<file path="src/rtl/rptr_empty.sv">
// Read-side pointer and empty logic for an asynchronous FIFO.
// Synchronizes the Gray write pointer into rclk and drives a registered, handshaked output word.
module rptr_empty #(
  parameter int WORDSIZE      = 8,
  parameter int ADDRSIZE      = 8,
  parameter int AEMPTY_THRESH = 4
) (
  input  logic                rclk,
  input  logic                rrst_n,
  input  logic [ADDRSIZE:0]   wptr,
  input  logic [WORDSIZE-1:0] rdata,
  input  logic                dout_ready,
  output logic [ADDRSIZE-1:0] raddr,
  output logic [ADDRSIZE:0]   rptr,
  output logic                rempty,
  output logic                raempty,
  output logic [ADDRSIZE:0]   rcount,
  output logic [WORDSIZE-1:0] dout,
  output logic                dout_valid
);

  localparam logic [ADDRSIZE:0] ATHRESH = (ADDRSIZE+1)'(AEMPTY_THRESH);

  logic [ADDRSIZE:0] rq1_wptr;
  logic [ADDRSIZE:0] rq2_wptr;
  logic [ADDRSIZE:0] rbin;
  logic [ADDRSIZE:0] rgray;
  logic [ADDRSIZE:0] rbinnext;
  logic [ADDRSIZE:0] rgraynext;
  logic [ADDRSIZE:0] wbin_sync;
  logic [ADDRSIZE:0] rcountnext;
  logic              rinc;

  function automatic logic [ADDRSIZE:0] gray2bin(input logic [ADDRSIZE:0] g);
    logic [ADDRSIZE:0] b;
    b[ADDRSIZE] = g[ADDRSIZE];
    for (int i = ADDRSIZE - 1; i >= 0; i--) begin
      b[i] = b[i+1] ^ g[i];
    end
    return b;
  endfunction

  // wptr crosses clock domains here and nowhere else.
  always_ff @(posedge rclk or negedge rrst_n) begin
    if (!rrst_n) begin
      rq1_wptr <= '0;
      rq2_wptr <= '0;
    end else begin
      rq1_wptr <= wptr;
      rq2_wptr <= rq1_wptr;
    end
  end

  always_comb begin
    rinc       = !rempty && (!dout_valid || dout_ready);
    rbinnext   = rbin + {{ADDRSIZE{1'b0}}, rinc};
    rgraynext  = (rbinnext >> 1) ^ rbinnext;
    wbin_sync  = gray2bin(rq2_wptr);
    rcountnext = wbin_sync - rbinnext;
  end

  // Flags look at the pointer after this edge's pop, so empty is never late by a cycle.
  always_ff @(posedge rclk or negedge rrst_n) begin
    if (!rrst_n) begin
      rbin    <= '0;
      rgray   <= '0;
      rempty  <= 1'b1;
      raempty <= 1'b1;
      rcount  <= '0;
    end else begin
      rbin    <= rbinnext;
      rgray   <= rgraynext;
      rempty  <= (rgraynext == rq2_wptr);
      raempty <= (rcountnext <= ATHRESH);
      rcount  <= rcountnext;
    end
  end

  always_ff @(posedge rclk or negedge rrst_n) begin
    if (!rrst_n) begin
      dout       <= '0;
      dout_valid <= 1'b0;
    end else if (rinc) begin
      dout       <= rdata;
      dout_valid <= 1'b1;
    end else if (dout_ready) begin
      dout_valid <= 1'b0;
    end
  end

  assign raddr = rbin[ADDRSIZE-1:0];
  assign rptr  = rgray;

endmodule

</file>
<file path="config.mk">
export PLATFORM = sky130hd
export DESIGN_NAME = rptr_empty
export DESIGN_NICKNAME = d
export VERILOG_FILES = /design/src/rtl/rptr_empty.sv
export SDC_FILE = /design/constraint.sdc
export NUM_CORES = 1
export LEC_CHECK = 0
export CAP_MARGIN = 30
export CORE_UTILIZATION = 40
export CTS_CLUSTER_SIZE = 16
export DETAILED_ROUTE_END_ITERATION = 12
export PLACE_DENSITY = 0.66
export SYNTH_ARGS = -nofsm -noshare
export SYNTH_HDL_FRONTEND = slang
export SYNTH_SLANG_ARGS = --single-unit
</file>
<file path="constraint.sdc">
create_clock -name rclk -period 10.93 [get_ports rclk]
set_input_delay 2.7325 -clock rclk [delete_from_list [all_inputs] [get_ports rclk]]
set_output_delay 2.7325 -clock rclk [all_outputs]
set_load 0.1 [all_outputs]
</file>
==> impl_metrics.json <==
{
  "clock_skew_ns": 0.00681,
  "fp.dieH_um": 80.1,
  "root_buffer": "clkbuf_8",
  "holdBufCountCts": 0,
  "slew_violations": 0,
  "synth_flop_cell": "dfrtp_1",
  "critical_path_class": "input pin to register",
  "synth_top_family_by_area": "XOR/XNOR gates",
  "drc_errors": 0,
  "grt_pass1_vias": 1421,
  "grt_start_max_net_pins": 56,
  "hold_viol_final": 0,
  "end_kind": "register",
  "synth_area_leader_cell": "dfrtp_1",
  "syn_avg_cell_area_sq_um": 12.8,
  "vias": 1502,
  "dr.pass1.iters": 4,
  "post-route-period-util": 0.570,
  "fin_nets": 280,
  "synth_compound_area_frac": 0.0739,
  "worstPathArrival_ns": 6.44,
  "post_cts_resized": 0,
  "cts_setup_buffers": 0,
  "grt_util_all_layers": 0.136,
  "dieArea_sq_um": 6410,
  "clock_tree.buffer_depth": 2,
  "grt-ovfl-total": 0,
  "synthArstFlopShare": 1.00,
  "clk_pin_slew_ns": 0.09,
  "rsz0062_at_grt": "false",
  "h-tree-depth": 2,
  "tightest_slew_ns": 0.982,
  "met1_length_um": 1930,
  "required_ns": 11.14,
  "ys_seq_area_frac": 0.565,
  "hold_ws_ns": 0.352,
  "synthSimpleGateAreaFrac": 0.0626,
  "drt_iter0_markers": 50,
  "synth_edf_count": 0,
  "die_w_um": 80.1,
  "dpl.hpwl_um": 2990,
  "synth_common_cells": "dfrtp_1, xnor2_1, xor2_1",
  "setup_violations": 0,
  "syn-num-nets": 221,
  "slew-limit-headroom": 0.343,
  "drive_gt1_frac": 0.108,
  "postRouteWirelength_um": 4020,
  "routed-wl-met3_um": 177,
  "status": "completed",
  "cts_buffers": 5,
  "num_io_pins": 57,
  "routedWlPerCell_um": 12.4,
  "antenna_found_initial": 0,
  "synth_area_leaders": "dfrtp_1, xnor2_1, xor2_1",
  "synth-xor-area-share": 0.164,
  "drv_cap": 0,
  "critPathMaxFanout": 9,
  "routed.top_layer": "met4",
  "fin_crit_ns": 6.23,
  "synthCells": 190,
  "fp-row-count": 28,
  "syn-cell-area_sq_um": 2440,
  "fin_area_sq_um": 3190,
  "synth_cell_types": 40,
  "wl_met2_um": 1820,
  "cts_tree": "done",
  "cts_sinks": 55,
  "instances_no_fill": 325,
  "setup_tns_ns": 0,
  "area_delta_synth_final_pct": 30.9,
  "yosysMostFrequentCell": "dfrtp_1",
  "placed_cells": 317,
  "synthAdderAreaFrac": 0.0595,
  "portBuffers": 56,
  "viasPerCell": 4.62,
  "placed_cell_area_sq_um": 3070,
  "routabilityCongestion": 0.818,
  "synth_seq_cells": 55,
  "start_util": 0.414,
  "yosysWarnings": 0,
  "n_antenna_cell": 0,
  "cp-start-kind": "input pin",
  "netlist.area_leader.share": 0.544,
  "synth_mux_area_frac": 0.0457,
  "design.core.area_sq_um": 5890,
  "ant_nets": 0,
  "clk_latency_ns": 0.30,
  "hold_class": "register to register",
  "grt_pass1_wl_um": 6550,
  "max_clock_freq_ghz": 0.161
}
[layer usage]
metal | track usage | vias to the layer above
met4 | 0.0696 | 0
met2 | 0.207 | 35
met5 | 0 | -
li1 | - | 753
met1 | 0.185 | 707
met3 | 0.0284 | 7
[cell type report]
| type | instances | area [sq um] |
|---|---|---|
| clock buffers | 6 | 82.6 |
| repair buffers | 57 | 563 |
| flip-flops and latches | 55 | 1380 |
| fillers | 509 | 2690 |
| inverters | 13 | 48.8 |
| clock inverters | 2 | 35.0 |
| well taps | 75 | 93.8 |
| multi-input cells | 117 | 990 |
[critical path: stages]
cell	delay [ns]
clkdlybuf4s50_1	0.48
inv_1	0.04
a21oi_1	0.68
ha_1	0.35
ha_1	0.32
xnor2_1	0.24
ha_1	0.36
a211oi_1	0.31
o21ai_0	0.17
a21o_1	0.18
a21oi_1	0.17
xnor2_1	0.10
nor4b_1	0.31
[path summary, 6_finish.rpt]
path                                             from                    end  slack [ns]  cells after the start
worst max-delay path                       dout_ready      raempty$_DFF_PN1_        4.70                     13
worst min-delay path            rq1_wptr[1]$_DFF_PN0_  rq2_wptr[1]$_DFF_PN0_        0.35                      0
worst max register to register  rq2_wptr[8]$_DFF_PN0_      raempty$_DFF_PN1_        6.98                     15
worst min register to register  rq1_wptr[1]$_DFF_PN0_  rq2_wptr[1]$_DFF_PN0_        0.35                      0
max in group asynchronous                      rrst_n  rq1_wptr[4]$_DFF_PN0_        7.95                      2
min in group asynchronous                      rrst_n  rq2_wptr[1]$_DFF_PN0_        2.53                      2
[layout by cell type (no fill, tap or decap), types with 5 or more instances in the layout]
master           Yosys  routed
nor2_1              10      10
clkbuf_8             0       6
ha_1                10      10
a21oi_1              5       5
dfrtp_1             53      53
xor2_1              16      16
xnor2_1             16      16
nand3_1              5       5
clkdlybuf4s50_1      0      55
inv_1               13      13
o21ai_0              6       6
mux2_2               9       9
[metrics by stage]
stage / worst slack [ns] / util
2_1_floorplan: 5.27 / -
3_3_place_gp: 4.44 / 0.522
3_5_place_dp: 4.31 / 0.522
4_1_cts: 4.66 / 0.542
5_1_grt: 4.34 / 0.542
6_report: 4.70 / 0.542
[kinds of logic (layout without fill, tap and decap cells)]
family / count (synthesis) / after routing
flops: 55 / 55
xor+xnor: 38 / 38
simple gates: 31 / 31
compound gates: 27 / 27
buf+inv: 18 / 78
fa+ha+maj: 11 / 11
mux: 10 / 10
[flip-flops by register name (all words and copies together) (netlist names)]
signal	cells
rempty	1
raempty	1
rbin	9
rcount	9
dout_valid	1
dout	8
rptr	8
rq2_wptr	9
rq1_wptr	9
Power is left out: the tool's default activity adds up to more than one toggle a clock period on the data nets, which glitch-free logic cannot reach.
